==> src/rtl/ahb_lite_master_bridge.sv <==
// AHB-Lite initiator: turns a valid/ready command stream into single NONSEQ word
// transfers with an overlapped address/data pipeline and in-order responses.
module ahb_lite_master_bridge #(
  parameter int ADDR_W = 30,
  parameter int DATA_W = 32
) (
  input  logic              HCLK,
  input  logic              HRESET,
  input  logic              cmd_valid,
  output logic              cmd_ready,
  input  logic              cmd_write,
  input  logic [ADDR_W-1:0] cmd_addr,
  input  logic [DATA_W-1:0] cmd_wdata,
  output logic              rsp_valid,
  output logic              rsp_write,
  output logic [DATA_W-1:0] rsp_rdata,
  output logic              rsp_err,
  output logic              rsp_abort,
  output logic              busy,
  output logic [ADDR_W-1:0] HADDR,
  output logic              HWRITE,
  output logic [1:0]        HTRANS,
  output logic [2:0]        HSIZE,
  output logic [2:0]        HBURST,
  output logic [DATA_W-1:0] HWDATA,
  input  logic [DATA_W-1:0] HRDATA,
  input  logic              HREADY,
  input  logic              HRESP
);

  localparam logic [1:0] TRANS_IDLE   = 2'b00;
  localparam logic [1:0] TRANS_NONSEQ = 2'b10;

  // HADDR/HWRITE double as the address-stage address and direction; HWDATA is the data-stage data.
  logic              a_valid;
  logic [DATA_W-1:0] a_wdata;
  logic              d_valid;
  logic              d_write;
  logic              abort_pend;
  logic              abort_write;

  logic first_error_cycle;
  logic accept;
  logic error_cancel;
  logic data_done;
  logic abort_fire;
  logic a_valid_n;
  logic d_valid_n;
  logic abort_pend_n;
  logic rsp_valid_n;

  assign HSIZE  = 3'b010;
  assign HBURST = 3'b000;

  assign first_error_cycle = HRESP && !HREADY;
  assign cmd_ready         = HREADY && !abort_pend && !first_error_cycle;
  assign accept            = cmd_valid && cmd_ready;
  assign error_cancel      = first_error_cycle && a_valid;
  assign data_done         = HREADY && d_valid;
  // The abort response waits until the errored transfer's own response has gone out.
  assign abort_fire        = abort_pend && !d_valid;

  always_comb begin
    a_valid_n    = a_valid;
    d_valid_n    = d_valid;
    abort_pend_n = abort_pend;
    rsp_valid_n  = 1'b0;
    if (HREADY) begin
      d_valid_n   = a_valid;
      a_valid_n   = accept;
      rsp_valid_n = d_valid;
    end else if (error_cancel) begin
      a_valid_n    = 1'b0;
      abort_pend_n = 1'b1;
    end
    if (abort_fire) begin
      abort_pend_n = 1'b0;
      rsp_valid_n  = 1'b1;
    end
  end

  always_ff @(posedge HCLK) begin
    if (HRESET) begin
      a_valid     <= 1'b0;
      a_wdata     <= '0;
      d_valid     <= 1'b0;
      d_write     <= 1'b0;
      abort_pend  <= 1'b0;
      abort_write <= 1'b0;
      HADDR       <= '0;
      HWRITE      <= 1'b0;
      HWDATA      <= '0;
      HTRANS      <= TRANS_IDLE;
      rsp_valid   <= 1'b0;
      rsp_write   <= 1'b0;
      rsp_rdata   <= '0;
      rsp_err     <= 1'b0;
      rsp_abort   <= 1'b0;
      busy        <= 1'b0;
    end else begin
      a_valid    <= a_valid_n;
      d_valid    <= d_valid_n;
      abort_pend <= abort_pend_n;
      HTRANS     <= a_valid_n ? TRANS_NONSEQ : TRANS_IDLE;
      busy       <= a_valid_n || d_valid_n || abort_pend_n || rsp_valid_n;
      rsp_valid  <= rsp_valid_n;

      if (HREADY) begin
        d_write <= HWRITE;
        HWDATA  <= a_wdata;
        if (accept) begin
          HADDR   <= cmd_addr;
          HWRITE  <= cmd_write;
          a_wdata <= cmd_wdata;
        end
      end else if (error_cancel) begin
        abort_write <= HWRITE;
      end

      if (data_done) begin
        rsp_write <= d_write;
        rsp_err   <= HRESP;
        rsp_rdata <= d_write ? '0 : HRDATA;
        rsp_abort <= 1'b0;
      end else if (abort_fire) begin
        rsp_write <= abort_write;
        rsp_err   <= 1'b1;
        rsp_rdata <= '0;
        rsp_abort <= 1'b1;
      end else begin
        rsp_write <= 1'b0;
        rsp_err   <= 1'b0;
        rsp_rdata <= '0;
        rsp_abort <= 1'b0;
      end
    end
  end

endmodule

==> config.mk <==
export PLATFORM = sky130hd
export DESIGN_NAME = ahb_lite_master_bridge
export DESIGN_NICKNAME = d
export VERILOG_FILES = /design/src/rtl/ahb_lite_master_bridge.sv
export SDC_FILE = /design/constraint.sdc
export NUM_CORES = 1
export LEC_CHECK = 0
export CAP_MARGIN = 20
export CORE_ASPECT_RATIO = 2
export CORE_MARGIN = 2
export CORE_UTILIZATION = 30
export DETAILED_ROUTE_END_ITERATION = 10
export PLACE_DENSITY = 0.61
export SKIP_LAST_GASP = 1
export SLEW_MARGIN = 20
export SYNTH_ARGS = -nofsm -noshare
export SYNTH_HDL_FRONTEND = slang
export SYNTH_SLANG_ARGS = --single-unit
==> constraint.sdc <==
create_clock -name HCLK -period 2.82 [get_ports HCLK]
set_input_delay 0.423 -clock HCLK [delete_from_list [all_inputs] [get_ports HCLK]]
set_output_delay 0.423 -clock HCLK [all_outputs]
set_load 0.01 [all_outputs]
# --- Yosys cells after proc, flatten, opt, wreduce, memory -nomap -nowiden ---
# Index checks and enable logic that the tools add are counted.
totals:
  wordCells: 49
  out_inout_bits: 109
  register_bits: 139
op_classes:
  n_mux: 13
  bitwise: 2
  reduce_logical: 18
op_table:
  columns: ["operator", "n"]
  rows:
  - ["2-to-1 mux 1 bit", 12]
  - ["logical AND 1 bit", 7]
  - ["logical NOT 1 bit", 4]
  - ["AND reduction 2 bit", 2]
  - ["logical OR 1 bit", 3]
  - ["OR reduction 3 bit", 1]
  - ["2-to-1 mux 2 bit", 1]
  - ["inverter 1 bit", 2]
  - ["OR reduction 2 bit", 1]

# --- Longest topological paths before layout ---
logic_depth:
  ltp_word: 9
  mapped_depth: 5

# --- Worst setup path after synthesis ---
# OpenSTA, ideal clock, no wires.
synth_timing:
  path_kind: "input-to-output"
  from: "input port HREADY"
  to: "output port cmd_ready"
  path_slack_ps: 1442
  t_arrival_ps: 955
  path_stages: 3
  cell_sequence: "buf_2 buf_2 and2b_2"
synth_via:
  elab_chain_len: 4
synth_lines:
  columns: ["item", "line_no", "source"]
  rows:
  - ["start: declaration", "27", "input logic HREADY,"]
  - ["logical NOT 1 bit", "55", "assign first_error_cycle = HRESP && !HREADY;"]
  - ["logical AND 1 bit", "55", null]
  - ["logical NOT 1 bit", "56", "assign cmd_ready = HREADY && !abort_pend && !first_error_cycle;"]
  - ["logical AND 1 bit (*)", "56", null]
  - ["end: declaration", "10", "output logic cmd_ready,"]
# Every way passes the cells marked *; elsewhere a longest branch is shown, timed or not.

# --- Worst setup path after layout ---
# Ends and elaborated chain as after synthesis.

==> impl.org <==
** STA
- The final critical path takes up 73.3% of the cycle.
- Slew at the pin closest to its max-slew limit :: just over 0.6 ns
- Upper clock frequency limit :: slightly below 0.5 GHz
- Final Hold Viols :: 0
- The max-slew violation count came to 0.
- Clk_skew :: 0.0109 ns
- Post-Route Setup TNS :: 0 ns
- Setup repair after global routing missed its margin :: false
- Final min period :: slightly above 2 ns
- Slew headroom :: between 50% and 60%
- Finish-stage setup viols :: 0

** Floorplan
- Die width :: between 90 and 100 µm
- The die is just under 200 µm tall.
- After floorplanning, the core was sized to cover 17,300 µm².
- The die covers around 19,000 µm².
- ~210 I/O pins were placed.
- Initial standard-cell utilization of the core :: a little under a third
- # rows :: 68

** Critical path
- Cell class contributing the biggest share of worst-path delay :: buffers and inverters
- CP startpoint :: HREADY
- For this run, the slowest stage of the critical path takes between 0.5 and 0.6 ns.
- The startpoint identified for the worst register-to-register timing path is abort_pend.
- Capturing instance or port of the critical path :: cmd_ready
- At the worst endpoint, the required time is 2.40 ns.
- The worst register-to-register path has a depth of 3.
- Among all stages on the critical path, the largest delay is contributed by sky130_fd_sc_hd__clkdlybuf4s50_1.
- Together, buffers and inverters on the worst path number 2.
- Along the worst path, the maximum fanout reaches 22.
- In this run the number of cells on the critical path is 3.
- Across all register-to-register paths, the minimum setup slack is 1.28 ns.
- The worst setup path is captured at an output port.
- CP cell instances :: buf_2 -> and2b_2 -> clkdlybuf4s50_1
- The endpoint identified for the worst register-to-register timing path is a_wdata[13].
- The critical path is of the in2out type.
- STA puts the critical path data arrival time at approximately 1.6 ns.
- STA classifies the critical path startpoint as a primary input.

** GRT
- Entering global routing, the biggest net connects 95 pins.
- The first global-routing pass estimated slightly above 20,000 µm of wire.
- The number of antenna violations at the first check in global routing came to 0.
- The total overflow left after global routing is 0.
- In the global route stage, overall resource usage came out at between 10% and 20%.
- The number of global-route vias before repair is between 4,000 and 5,000.

** Clock tree
- For this design, the CTS-stage hold fixing added 0 buffers.
- Post-CTS setup buffer count :: 0
- Clock sink count :: roughly 140
- Once the clock tree was built, the resizer swapped 0 gates to a different size.
- Total clock buffers created by CTS :: 17
- Clock tree from TritonCTS :: built
- Clock slew seen by the registers of the worst setup and hold paths :: ~0.060 ns
- H-tree depth reported by CTS :: 4
- No sink is reached through more buffers than the 2 on the longest clock path.
- Library cell used as clock root buffer :: sky130_fd_sc_hd__clkbuf_16
- Clock latency of the later-clocked register in the worst-skew pair :: around 0.4 ns

** Min path
- The worst hold path belongs to the class reg2reg.

** Logic synthesis
- Average instance area after synthesis :: roughly 11 µm²
- After synthesis, the largest family of logic cells by area is simple AND/OR/NAND/NOR gates.
- Of the total synthesized cell area, the portion taken by XOR and XNOR cells is 0%.
- Synthesis handed over a netlist of 492 instances.
- After Yosys synthesis, and, or, nand and nor cells account for between 20% and 30% of the synthesized area.
- Netlist area before placement :: around 5300 µm²
- For this run, the leading register cell type out of synthesis is sky130_fd_sc_hd__dfxtp_1.
- Share of async-settable or async-resettable flops after synthesis :: 0%
- Sequential cells were found to cover between 50% and 60% of the synthesized design area.
- The number of different library cells used by synthesis comes to 23.
- The synthesized netlist devotes 0.777% of its cell area to compound gates.
- The synthesized netlist devotes 0% of its cell area to adder and majority cells.
- Flip-flop and latch count after synthesis :: 137
- Number of enable-type register cells in the synthesized netlist :: 0
- Yosys printed 0 warnings.
- After synthesis, the share of cell area in mux cells is 18.5%.

** Detailed routing
- Violation count after the first detailed-routing iteration :: 66
- After detailed routing, the number of remaining DRC violations is 0.
- First-pass iteration count of the detailed router :: 4
- Residual antenna-violating net count after detailed routing :: 0
- Average vias per placed instance :: 4.27
- Detailed Route WL :: approximately 13,000 µm
- After detailed routing, the average wire length per cell comes to ~14 µm.
- Total via count after detailed routing :: slightly below 4,000

** Placement
- HPWL reported at the end of detailed placement :: 9150 µm
- Number of port buffers :: around 200
- Final RePlAce weighted congestion :: around 0.7

** Power and ir drop
- Clock share of power :: between 40 and 50%
- Of the total power, the share spent switching nets is ~23%.
- IR analysis of the VDD net gives a maximum drop of between 0.0003 and 0.0004 V.
- Internal power contribution :: around 0.0037 W
- Total power density per cell area :: between 500 and 600 nW/µm²
- In this run the power spent charging and discharging nets is between 0.001 and 0.0015 W.
- The share of total power dissipated in combinational logic is about a tenth.
- Portion of total power attributed to sequential cells :: between 40 and 50%
- Summed over all cells, the static leakage comes to between 3 and 4 nW.
- Total power for the finished layout comes to around 0.0048 W.

** Layout
- Cells with a size suffix above 1 make up 6.08% of the layout.
- The library cells used most frequently in the layout, excluding fill and tap cells, are 199 x sky130_fd_sc_hd__clkdlybuf4s50_1, 137 x sky130_fd_sc_hd__dfxtp_1, 127 x sky130_fd_sc_hd__nand2b_1.
- ANT cells :: 0
- Fill cells in the final layout number about 1,600.
- After the last flow step, the layout net total stands at 778.
- Area growth syn-to-layout :: 49.2%
- Leading cell type in the layout, fill and taps excluded :: sky130_fd_sc_hd__clkdlybuf4s50_1

** Flow run
- Maxcap violations :: 0

** Status
- Run status :: finished, final reports clean
through the flow:
stage | cell area (µm²) | std cells | worst slack (ns) | util, % | hold slack, ns
after floorplan | 5330 | 497 | 1.44 | - | 0.448
after global placement | 7320 | 869 | 0.750 | 42.4 | 0.458
after detailed placement | 7320 | 869 | 0.739 | 42.4 | 0.464
after CTS | 7930 | 901 | 0.737 | 45.9 | 0.477
after global routing | 7930 | 901 | 0.679 | 45.9 | 0.488
final | 7930 | 901 | 0.754 | 45.9 | 0.470
cell type report:
type	count	area, µm²	area share, %
clock buffer	19	453	5.71
clock inverter	13	158	1.99
timing repair buffer	205	2050	25.8
sequential	137	2740	34.6
multi-input combinational	317	2260	28.6
tap	210	263	3.31
flip-flops by register name, summed over array words and instances, names as in the netlist:
| signal | cells |
|---|---|
| d_valid | 1 |
| rsp_write | 1 |
| HWDATA | 32 |
| HTRANS | 1 |
| abort_write | 1 |
| a_wdata | 32 |
| rsp_abort | 1 |
| rsp_rdata | 32 |
| busy | 1 |
| abort_pend | 1 |
| rsp_err | 1 |
| d_write | 1 |
| rsp_valid | 1 |
| HADDR | 30 |
| HWRITE | 1 |
power by group through the flow:
stage	combinational (W)	sequential, W	clock (W)
floorplan	0.000221	0.00209	0
global placement	0.000452	0.00208	0
detailed placement	0.000461	0.00208	0
CTS	0.000463	0.00204	0.00234
global route	0.000493	0.00204	0.00241
finish	0.000454	0.00204	0.00226
worst register-to-register path, delay by kind of cell (launching register included):
kind	cells	cell delay (ns)
buffers and inverters	1	0.48
DFF	1	0.36
muxes	1	0.32
and+or+nand+nor	1	0.31
worst min-delay path by stage:
| stage | startpoint | to | slack, ns | cells after the start |
|---|---|---|---|---|
| after floorplan | a_wdata[0] | a_wdata[0] | 0.45 | 2 |
| final | HADDR[16] | HADDR[16] | 0.47 | 2 |
| after detailed placement | a_wdata[19] | a_wdata[19] | 0.46 | 2 |
| after global placement | a_wdata[24] | a_wdata[24] | 0.46 | 2 |
| after CTS | a_wdata[0] | a_wdata[0] | 0.48 | 2 |
| after global routing | a_wdata[19] | a_wdata[19] | 0.49 | 2 |
Yosys cell counts, drive strengths merged, types with 2 or more instances:
cell type,number,area (µm²)
and2,32,200
dfxtp,137,2740
a21oi,3,15.0
nand2b,127,795
nor2,36,135
conb,2,7.51
mux2i,98,981
nand3b,3,22.5
nand3,2,10.0
clkbuf,14,53.8
buf,29,270
layer usage:
layer | vias to the layer above | share of wire, % | wire, µm | GRT usage, %
met2 | 146 | 53 | 6760 | 25.4
met5 | - | 0 | 0 | 0
met1 | 1743 | 37 | 4760 | 13.3
li1 | 1942 | - | - | -
met3 | 13 | 7.6 | 961 | 4.99
met4 | 0 | 1.9 | 238 | 5.82
logic make-up after synthesis:
logic type	Yosys count
AND/OR/NAND/NOR	206
flip-flops	137
multiplexers	98
buffers and inverters	43
AO/OA/AOI/OAI	6
other	2
Note: power is estimated with default switching activity, not from simulation.
